File: src/rtl/mdu_pkg.sv
// Shared constants for the HI/LO multiply/divide sequencer:
// op codes, FSM state encoding and the default operand width.
package mdu_pkg;

    localparam int MDU_WIDTH = 32;

    localparam logic [3:0] OP_NOP   = 4'd0;
    localparam logic [3:0] OP_MULT  = 4'd1;
    localparam logic [3:0] OP_MULTU = 4'd2;
    localparam logic [3:0] OP_MADD  = 4'd3;
    localparam logic [3:0] OP_MSUB  = 4'd4;
    localparam logic [3:0] OP_MTHI  = 4'd5;
    localparam logic [3:0] OP_MTLO  = 4'd6;
    localparam logic [3:0] OP_DIV   = 4'd7;
    localparam logic [3:0] OP_DIVU  = 4'd8;

    localparam logic [1:0] ST_IDLE  = 2'd0;
    localparam logic [1:0] ST_ITER  = 2'd1;
    localparam logic [1:0] ST_FINAL = 2'd2;

    function automatic logic op_is_signed(input logic [3:0] op);
        return (op == OP_MULT) || (op == OP_MADD) ||
               (op == OP_MSUB) || (op == OP_DIV);
    endfunction

endpackage

File: src/rtl/mdu_iter_core.sv
// One combinational multiply/divide iteration step.
// Ports: DivMode selects restoring divide (1) or shift-add multiply (0);
// HiIn/LoIn are the accumulator halves, Operand the multiplicand/divisor;
// HiOut/LoOut the accumulator after one step.
module mdu_iter_core #(
    parameter int WIDTH = 32
) (
    input  logic             DivMode,
    input  logic [WIDTH-1:0] HiIn,
    input  logic [WIDTH-1:0] LoIn,
    input  logic [WIDTH-1:0] Operand,
    output logic [WIDTH-1:0] HiOut,
    output logic [WIDTH-1:0] LoOut
);

    logic [WIDTH:0] sum;
    logic [WIDTH:0] shifted;
    logic [WIDTH:0] trial;

    always_comb begin
        sum     = {1'b0, HiIn} + (LoIn[0] ? {1'b0, Operand} : '0);
        shifted = {HiIn, LoIn[WIDTH-1]};
        trial   = shifted - {1'b0, Operand};
        if (DivMode) begin
            // Remainder stays below the divisor, so bit WIDTH is the borrow.
            if (trial[WIDTH]) begin
                HiOut = shifted[WIDTH-1:0];
                LoOut = {LoIn[WIDTH-2:0], 1'b0};
            end else begin
                HiOut = trial[WIDTH-1:0];
                LoOut = {LoIn[WIDTH-2:0], 1'b1};
            end
        end else begin
            HiOut = sum[WIDTH:1];
            LoOut = {sum[0], LoIn[WIDTH-1:1]};
        end
    end

endmodule

File: src/rtl/hilo_mdu_sequencer.sv
// Multi-cycle multiply/divide sequencer owning the HI/LO register pair.
// Ports: Clk, Reset (async, active-low); OpValid/OpCode/A/B request from EX;
// Flush squashes an in-flight op; HiLoRdReq flags mfhi/mflo in EX.
// OpReady/Busy/Stall/Done status; Hi/Lo registers; DivByZero flag.
// Build option: MDU_DIV_EN enables DIV/DIVU (restoring division).
module hilo_mdu_sequencer
    import mdu_pkg::*;
#(
    parameter int WIDTH           = MDU_WIDTH,
    parameter int STEPS_PER_CYCLE = 1
) (
    input  logic             Clk,
    input  logic             Reset,
    input  logic             OpValid,
    input  logic [3:0]       OpCode,
    input  logic [WIDTH-1:0] A,
    input  logic [WIDTH-1:0] B,
    input  logic             Flush,
    input  logic             HiLoRdReq,
    output logic             OpReady,
    output logic             Busy,
    output logic             Stall,
    output logic             Done,
    output logic [WIDTH-1:0] Hi,
    output logic [WIDTH-1:0] Lo,
    output logic             DivByZero
);

    localparam int N  = WIDTH / STEPS_PER_CYCLE;
    localparam int CW = $clog2(N + 1);

    logic [1:0]       state_q, state_d;
    logic [CW-1:0]    cnt_q, cnt_d;
    logic [WIDTH-1:0] acc_hi_q, acc_hi_d;
    logic [WIDTH-1:0] acc_lo_q, acc_lo_d;
    logic [WIDTH-1:0] opnd_q, opnd_d;
    logic [3:0]       op_q, op_d;
    logic             neg_q, neg_d;
    logic [WIDTH-1:0] hi_q, hi_d;
    logic [WIDTH-1:0] lo_q, lo_d;
    logic             done_q, done_d;
`ifdef MDU_DIV_EN
    logic             negr_q, negr_d;
    logic             dz_q, dz_d;
    logic             dbz_q, dbz_d;
`endif

    logic             op_mul;
    logic             op_div;
    logic             sgn;
    logic             div_mode;
    logic [WIDTH-1:0] mag_a;
    logic [WIDTH-1:0] mag_b;
    logic [2*WIDTH-1:0] prod;
    logic [2*WIDTH-1:0] hilo;

    logic [WIDTH-1:0] ch_hi [0:STEPS_PER_CYCLE];
    logic [WIDTH-1:0] ch_lo [0:STEPS_PER_CYCLE];

    assign ch_hi[0] = acc_hi_q;
    assign ch_lo[0] = acc_lo_q;

    for (genvar g = 0; g < STEPS_PER_CYCLE; g++) begin : g_step
        mdu_iter_core #(.WIDTH(WIDTH)) u_core (
            .DivMode (div_mode),
            .HiIn    (ch_hi[g]),
            .LoIn    (ch_lo[g]),
            .Operand (opnd_q),
            .HiOut   (ch_hi[g+1]),
            .LoOut   (ch_lo[g+1])
        );
    end

`ifdef MDU_DIV_EN
    assign div_mode = (op_q == OP_DIV) || (op_q == OP_DIVU);
    assign op_div   = (OpCode == OP_DIV) || (OpCode == OP_DIVU);
`else
    assign div_mode = 1'b0;
    assign op_div   = 1'b0;
`endif

    assign op_mul = (OpCode == OP_MULT) || (OpCode == OP_MULTU) ||
                    (OpCode == OP_MADD) || (OpCode == OP_MSUB);
    assign sgn    = op_is_signed(OpCode);
    assign mag_a  = (sgn && A[WIDTH-1]) ? -A : A;
    assign mag_b  = (sgn && B[WIDTH-1]) ? -B : B;

    // Magnitude product with the sign applied, and current HI:LO.
    assign prod = neg_q ? -{acc_hi_q, acc_lo_q} : {acc_hi_q, acc_lo_q};
    assign hilo = {hi_q, lo_q};

    always_comb begin
        state_d  = state_q;
        cnt_d    = cnt_q;
        acc_hi_d = acc_hi_q;
        acc_lo_d = acc_lo_q;
        opnd_d   = opnd_q;
        op_d     = op_q;
        neg_d    = neg_q;
        hi_d     = hi_q;
        lo_d     = lo_q;
        done_d   = 1'b0;
`ifdef MDU_DIV_EN
        negr_d   = negr_q;
        dz_d     = dz_q;
        dbz_d    = 1'b0;
`endif
        if (Flush) begin
            state_d = ST_IDLE;
        end else begin
            case (state_q)
                ST_IDLE: begin
                    if (OpValid) begin
                        if (OpCode == OP_MTHI) begin
                            hi_d = A;
                        end else if (OpCode == OP_MTLO) begin
                            lo_d = A;
                        end else if (op_mul || op_div) begin
                            state_d  = ST_ITER;
                            cnt_d    = '0;
                            acc_hi_d = '0;
                            acc_lo_d = mag_a;
                            opnd_d   = mag_b;
                            op_d     = OpCode;
                            neg_d    = sgn & (A[WIDTH-1] ^ B[WIDTH-1]);
`ifdef MDU_DIV_EN
                            negr_d   = sgn & A[WIDTH-1];
                            dz_d     = (B == '0);
`endif
                        end
                    end
                end
                ST_ITER: begin
                    acc_hi_d = ch_hi[STEPS_PER_CYCLE];
                    acc_lo_d = ch_lo[STEPS_PER_CYCLE];
                    cnt_d    = cnt_q + 1'b1;
                    if (cnt_q == CW'(N - 1)) begin
                        state_d = ST_FINAL;
                    end
                end
                ST_FINAL: begin
                    state_d = ST_IDLE;
                    done_d  = 1'b1;
                    if (op_q == OP_MADD) begin
                        {hi_d, lo_d} = hilo + prod;
                    end else if (op_q == OP_MSUB) begin
                        {hi_d, lo_d} = hilo - prod;
`ifdef MDU_DIV_EN
                    end else if (div_mode) begin
                        // Divide-by-zero keeps remainder = A, quotient forced to ones.
                        hi_d  = negr_q ? -acc_hi_q : acc_hi_q;
                        lo_d  = dz_q ? '1 :
                                (neg_q ? -acc_lo_q : acc_lo_q);
                        dbz_d = dz_q;
`endif
                    end else begin
                        {hi_d, lo_d} = prod;
                    end
                end
                default: state_d = ST_IDLE;
            endcase
        end
    end

    always_ff @(posedge Clk or negedge Reset) begin
        if (!Reset) begin
            state_q  <= ST_IDLE;
            cnt_q    <= '0;
            acc_hi_q <= '0;
            acc_lo_q <= '0;
            opnd_q   <= '0;
            op_q     <= OP_NOP;
            neg_q    <= 1'b0;
            hi_q     <= '0;
            lo_q     <= '0;
            done_q   <= 1'b0;
`ifdef MDU_DIV_EN
            negr_q   <= 1'b0;
            dz_q     <= 1'b0;
            dbz_q    <= 1'b0;
`endif
        end else begin
            state_q  <= state_d;
            cnt_q    <= cnt_d;
            acc_hi_q <= acc_hi_d;
            acc_lo_q <= acc_lo_d;
            opnd_q   <= opnd_d;
            op_q     <= op_d;
            neg_q    <= neg_d;
            hi_q     <= hi_d;
            lo_q     <= lo_d;
            done_q   <= done_d;
`ifdef MDU_DIV_EN
            negr_q   <= negr_d;
            dz_q     <= dz_d;
            dbz_q    <= dbz_d;
`endif
        end
    end

    assign OpReady = (state_q == ST_IDLE);
    assign Busy    = (state_q == ST_ITER) || (state_q == ST_FINAL);
    assign Stall   = Busy & (OpValid | HiLoRdReq);
    assign Done    = done_q;
    assign Hi      = hi_q;
    assign Lo      = lo_q;
`ifdef MDU_DIV_EN
    assign DivByZero = dbz_q;
`else
    assign DivByZero = 1'b0;
`endif

endmodule

File: config.mk
export PLATFORM = sky130hd
export DESIGN_NAME = hilo_mdu_sequencer
export DESIGN_NICKNAME = d
export VERILOG_FILES = /design/src/rtl/mdu_pkg.sv /design/src/rtl/mdu_iter_core.sv /design/src/rtl/hilo_mdu_sequencer.sv
export SDC_FILE = /design/constraint.sdc
export NUM_CORES = 1
export LEC_CHECK = 0
export ABC_AREA = 0
export CAP_MARGIN = 10
export CELL_PAD_IN_SITES_DETAIL_PLACEMENT = 0
export CELL_PAD_IN_SITES_GLOBAL_PLACEMENT = 1
export CORE_MARGIN = 5
export CORE_UTILIZATION = 41
export DETAILED_ROUTE_END_ITERATION = 16
export GPL_ROUTABILITY_DRIVEN = 0
export PLACE_DENSITY_LB_ADDON = 0.15
export SLEW_MARGIN = 20
export SYNTH_ARGS = -nofsm -noshare
export SYNTH_HDL_FRONTEND = slang
export SYNTH_HIERARCHICAL = 1
export SYNTH_SLANG_ARGS = --single-unit
export TNS_END_PERCENT = 1
File: constraint.sdc
create_clock -name Clk -period 6 [get_ports Clk]
set_input_delay 1.8 -clock Clk [delete_from_list [all_inputs] [get_ports Clk]]
set_output_delay 1.8 -clock Clk [all_outputs]
set_load 0.02 [all_outputs]
Word level (Yosys, flattened, before mapping) --
Index checks and enable logic that the tools add are counted.
Word-level totals: flip-flop bits (word level) 174, bits in latches 0, bits in writable memories 0, bits in read-only memories 0, bits of input ports 73, output and inout port bits 69, word-level logic and storage cells 103, memories kept 0
Cells by class: add/sub/neg operators 7, $mul 0, div/mod/pow operators 0, order comparisons 0, equality and inequality tests 23, shifts and indexed selects 0, mux-type cells 39, bitwise logic cells 7, reductions and logical operators 17
Operators with widths (number):
- two-way mux 32 bit | 20
- case mux 32 bit (2 select lines) | 4
- adder 64 bit | 1
- two-way mux 64 bit | 1
- negator 32 bit | 2
- negator 64 bit | 1
- subtractor 64 bit | 1
- adder 32 x 33 -> 33 bit | 1
- two-way mux 6 bit | 4
- == test 4 x 3 -> 1 bit (second input constant) | 5
- == test 4 x 2 -> 1 bit (second input constant) | 3
- two-way mux 2 bit | 6
- != test 3 bit (second input constant) | 4
- case mux 6 bit (2 select lines) | 1
- AND reduction 6 bit | 2
- AND reduction 5 bit | 2
- logical OR 1 bit | 7
- adder 6 x 1 -> 6 bit (second input constant) | 1
- == test 6 x 5 -> 1 bit (second input constant) | 1
- != test 2 x 1 -> 1 bit (second input constant) | 3
- != test 2 bit (second input constant) | 3
- == test 4 x 1 -> 1 bit (second input constant) | 1
- case mux 2 bit (2 select lines) | 1
- AND reduction 4 bit | 1
- other kinds (11) | 17

Logic depth before layout (Yosys ltp) --
depth after elaboration 11, depth in mapped cells 24, depth with buffers taken out 24

Hierarchy --
Netlist, hierarchy kept.
By module, submodules not included:
- hilo_mdu_sequencer | instances 1, cells an instance 2552, area an instance 18725.5 um^2, seq. area each 4354.2 um^2
- mdu_iter_core | instances 1, cells an instance 676, area an instance 4678.2 um^2, seq. area each 0.0 um^2

Worst setup path after synthesis --
OpenSTA, ideal clock, no wires.
path type flip-flop to flip-flop, from register acc_lo_q[12], to register hi_q[29] (netlist: Hi[29]), library setup time 127 ps, arrival 5558 ps, data required time 5873 ps, path slack 315 ps, cell stages (with the launch flop) 21, path buffers 2, clock period less this slack 5685 ps, cell sequence dfrtp_1 > or4_4 > or3_4 > buf_6 > or3_1 > or4_1 > nand2_1 > xor2_1 > inv_1 > ha_1 > clkbuf_1 > inv_1 > a21oi_1 > o31a_1 > or3b_2 > a311o_1 > o21ai_0 > o21bai_1 > a311oi_1 > mux2i_1 > o21ai_0
Between the ends: cells in the longest elaborated chain, start to end 6, elaborated cells on any way between the ends 7, those cells by class add/sub (3); mux (4)
RTL lines:
- start: declaration | RTL line hilo_mdu_sequencer.sv:35 | logic [WIDTH-1:0] acc_lo_q, acc_lo_d;
- start signal: assignment | RTL line hilo_mdu_sequencer.sv:186 | acc_lo_q <= acc_lo_d;
- negator 64 bit | RTL line hilo_mdu_sequencer.sv:89 | assign prod = neg_q ? -{acc_hi_q, acc_lo_q} : {acc_hi_q, acc_lo_q};
- two-way mux 64 bit * | RTL line hilo_mdu_sequencer.sv:89
- subtractor 64 bit | RTL line hilo_mdu_sequencer.sv:147 | {hi_d, lo_d} = hilo - prod;
- two-way mux 32 bit | RTL line hilo_mdu_sequencer.sv:146 | end else if (op_q == OP_MSUB) begin
- two-way mux 32 bit * | RTL line hilo_mdu_sequencer.sv:144 | if (op_q == OP_MADD) begin
- case mux 32 bit (2 select lines) * | RTL line hilo_mdu_sequencer.sv:111 | case (state_q)
- end signal: assignment | RTL line hilo_mdu_sequencer.sv:190 | hi_q <= hi_d;
- end: declaration | RTL line hilo_mdu_sequencer.sv:39 | logic [WIDTH-1:0] hi_q, hi_d;
Every way passes the cells marked *; elsewhere a longest branch is shown, timed or not. A chain may end at the register's enable or synchronous reset.

Final worst setup path --
from register acc_lo_q[8], to register hi_q[4] (netlist: Hi[4])
The elaborated chain is that of the path after synthesis.

==> results.json <==
{
  "final_nets": 3593,
  "rr_worst_depth": 22,
  "detail_route_met3_wl_um": 8720,
  "async_reset_ff_share_pct": 100,
  "cp.arrival_ps": 6290,
  "post_route_cells_drive_above_1_share_pct": 8.32,
  "slew_viol_final": 0,
  "p_leak_nw": 11.7,
  "numClockSinks": 174,
  "syn_inst": 3228,
  "regToRegSetupSlack_ps": 120,
  "cts-hold-fix-buffers": 0,
  "std_cell_rows": 87,
  "run_status": "complete, no violations",
  "cp-end-kind": "flop",
  "cp-start-kind": "flop",
  "placement.io_buffers": 140,
  "fin_worst_skew_ps": 17.7,
  "r2r-start": "acc_lo_q[8]$_DFFE_PN0P_",
  "final_common_cell": "sky130_fd_sc_hd__nand2_1",
  "dr.max_layer_used": "met5",
  "clk-insertion-delay-late_ps": 500,
  "power.density_cell_area_nw_per_um2": 388,
  "ir_drop_v": 0.000298,
  "met2_length_um": 40000,
  "critPathRequiredTime_ps": 6410,
  "layout_common_cells": "sky130_fd_sc_hd__nand2_1, sky130_fd_sc_hd__a21oi_1, sky130_fd_sc_hd__o21ai_0, sky130_fd_sc_hd__nor2_1, sky130_fd_sc_hd__inv_1",
  "synth_top_cell_by_area": "sky130_fd_sc_hd__dfrtp_1",
  "detail_route.iter0.violations": 2809,
  "grt_max_degree": 99,
  "yosysWarningCount": 6,
  "post-dp-hpwl_um": 72600,
  "floorplan.io_pins": 142,
  "cts.root.buffer_cell": "sky130_fd_sc_hd__clkbuf_16",
  "number_of_enable_flip_flop_cells_after_synthesis": 0,
  "syn_area_um2": 23400,
  "final_hold_viol_count": 0,
  "number_of_antenna_violations_at_the_first_check_in_global_routing": 6,
  "final_antenna_net_count": 0,
  "synth_area_per_cell_um2": 7.25,
  "fp.coreArea_um2": 56500,
  "globalRouteTotalUtil_pct": 29.1,
  "viasPerCell": 6.21,
  "area_growth_syn_to_layout_pct": 14.3,
  "synth_sequential_area_ratio_pct": 18.6,
  "cts.htree.levels": 4,
  "cts_tree": "done",
  "power.total_mw": 10.4,
  "route.vias.total": 25500,
  "die_w_um": 249,
  "fin_crit_ps": 5880,
  "yosys_most_used_dff": "sky130_fd_sc_hd__dfrtp_1",
  "post_synth_num_cell_types": 96,
  "netlist.area_leader.share_pct": 18.6,
  "critical_path_start_end_classification": "reg2reg",
  "critical_path.endpoint": "Hi[4]$_DFFE_PN0P_",
  "post-route-period-util_pct": 98.0,
  "fin_util_pct": 47.4,
  "number_of_global_route_vias_before_repair": 23900,
  "clock_pin_slew_worst_setup_and_hold_paths_ps": 80,
  "critPathLaunch": "acc_lo_q[8]$_DFFE_PN0P_",
  "cap_violations": 0,
  "floorplan.initialDensity_pct": 41.4,
  "drt-met1-wl_um": 41900,
  "grt_pass1_wl_um": 143000,
  "die-area_um2": 62000,
  "routed_wirelength_um": 94700,
  "holdCritPathClass": "reg2reg",
  "grt-ovfl-total": 0,
  "drt-pass1-iter-count": 9,
  "max_clock_freq_mhz": 170,
  "wire_per_inst_um": 23.1,
  "synth_top_cells_by_area": "sky130_fd_sc_hd__dfrtp_1, sky130_fd_sc_hd__ha_1, sky130_fd_sc_hd__a21oi_1",
  "rsz0062_at_grt": "true",
  "cts_made_buffers": 17,
  "timing.final.setup_violations": 0,
  "max-clock-path-buffers": 2,
  "die_height_um": 249,
  "drc": 0,
  "crit-reg2reg-capture": "Hi[4]$_DFFE_PN0P_",
  "ys_seq_elements": 174,
  "relSlewSlack_pct": 29.0,
  "tightest_slew_ps": 1070,
  "maximum_net_fanout_on_the_critical_path": 8
}
worst min path at each step:
stage                            from                     end  slack (ps)  depth (start not counted)
2_1_floorplan  opnd_q[10]$_DFFE_PN0P_  opnd_q[10]$_DFFE_PN0P_         460                          2
3_3_place_gp     cnt_q[1]$_DFFE_PN0P_    cnt_q[1]$_DFFE_PN0P_         500                          2
3_5_place_dp     cnt_q[5]$_DFFE_PN0P_    cnt_q[5]$_DFFE_PN0P_         510                          1
4_1_cts          cnt_q[1]$_DFFE_PN0P_    cnt_q[1]$_DFFE_PN0P_         530                          2
5_1_grt          cnt_q[5]$_DFFE_PN0P_    cnt_q[5]$_DFFE_PN0P_         560                          1
6_report         cnt_q[5]$_DFFE_PN0P_    cnt_q[5]$_DFFE_PN0P_         520                          1
synth_stat cells (38+ instances only):
library cell and number:
sky130_fd_sc_hd__and2_1 45, sky130_fd_sc_hd__clkbuf_1 175, sky130_fd_sc_hd__a21oi_1 313, sky130_fd_sc_hd__xor2_1 103, sky130_fd_sc_hd__ha_1 186, sky130_fd_sc_hd__nor3_1 50
sky130_fd_sc_hd__o21bai_1 58, sky130_fd_sc_hd__o31ai_1 59, sky130_fd_sc_hd__mux2i_1 44, sky130_fd_sc_hd__o21ai_0 277, sky130_fd_sc_hd__nand3_1 65, sky130_fd_sc_hd__nand2_1 370
sky130_fd_sc_hd__a31oi_1 47, sky130_fd_sc_hd__dfrtp_1 174, sky130_fd_sc_hd__o221ai_1 38, sky130_fd_sc_hd__inv_1 194, sky130_fd_sc_hd__a21o_1 82, sky130_fd_sc_hd__nor2_1 236
sky130_fd_sc_hd__xnor2_1 92
cell families after synthesis:
logic type | Yosys count | share of synthesized area (%)
flops | 174 | 18.6
compound gates | 1193 | 33.4
fa+ha+maj | 190 | 10.3
simple gates | 1007 | 20.3
buf+inv | 386 | 6.37
xor+xnor | 196 | 7.37
mux | 81 | 3.68
other cells | 1 | 0.0160
critical path: stages (launching register included):
cell and delay [ps]:
sky130_fd_sc_hd__dfrtp_1 380, sky130_fd_sc_hd__buf_4 170, sky130_fd_sc_hd__nor4_1 460, sky130_fd_sc_hd__nand3_2 280
sky130_fd_sc_hd__or2_2 430, sky130_fd_sc_hd__o41ai_1 330, sky130_fd_sc_hd__xor2_1 310, sky130_fd_sc_hd__inv_1 100
sky130_fd_sc_hd__ha_1 410, sky130_fd_sc_hd__nand4_1 170, sky130_fd_sc_hd__nor3_1 80, sky130_fd_sc_hd__and3_1 180
sky130_fd_sc_hd__a221oi_1 290, sky130_fd_sc_hd__buf_4 200, sky130_fd_sc_hd__nand2_1 170, sky130_fd_sc_hd__a31o_2 350
sky130_fd_sc_hd__a221oi_1 320, sky130_fd_sc_hd__buf_4 210, sky130_fd_sc_hd__o21ai_0 110, sky130_fd_sc_hd__o22a_1 210
sky130_fd_sc_hd__a21oi_1 320, sky130_fd_sc_hd__o22ai_1 130, sky130_fd_sc_hd__o21ai_0 170
registers in the layout, summed over array words and instances, names as in the netlist:
signal and count:
acc_lo_q 32, acc_hi_q 32, Done 1, Hi 32, opnd_q 32, state_q 2
Lo 32, cnt_q 6, op_q 4, neg_q 1
layout make-up:
cell class / count / area, um2
flip-flops and latches: 174 / 4360
fillers: 5733 / 29700
diodes: 4 / 10.0
repair buffers: 272 / 2410
inverters: 194 / 728
clock buffers: 19 / 443
clock inverters: 13 / 104
well taps: 756 / 946
multi-input cells: 2671 / 17800
power by group:
part,internal (mW),total (mW),leakage [nW],switching (mW)
Clock,0.547,1.14,0.259,0.590
Sequential,1.46,1.89,2.24,0.434
Combinational,2.75,7.34,9.21,4.59
Total,4.76,10.4,11.7,5.61
per-stage QoR:
step | cell area (um2) | setup TNS [ps] | setup slack, ps | cells | hold WS [ps]
2_1_floorplan | 23400 | 0 | 315 | 3231 | 464
3_5_place_dp | 26100 | 0 | 24.4 | 4064 | 506
5_1_grt | 26800 | -237 | -118 | 4103 | 559
4_1_cts | 26600 | 0 | 131 | 4096 | 526
6_report | 26800 | 0 | 117 | 4103 | 519
3_3_place_gp | 26100 | 0 | 151 | 4064 | 495
layer usage:
| metal | GRT usage, % | up-vias |
|---|---|---|
| met4 | 12.2 | 2 |
| li1 | - | 12100 |
| met2 | 43.4 | 1217 |
| met3 | 6.57 | 166 |
| met5 | 0 | - |
| met1 | 40.5 | 12000 |
timing repair:
action / CTS / global route
gates resized for setup: 1 / 28
endpoints found under the setup margin: 1 / 20
hold endpoints to repair: 0 / 0
gates cloned: 0 / 0
setup buffers: 0 / 3
pin swaps: 0 / 5
Power figures use the tool's default switching activity.
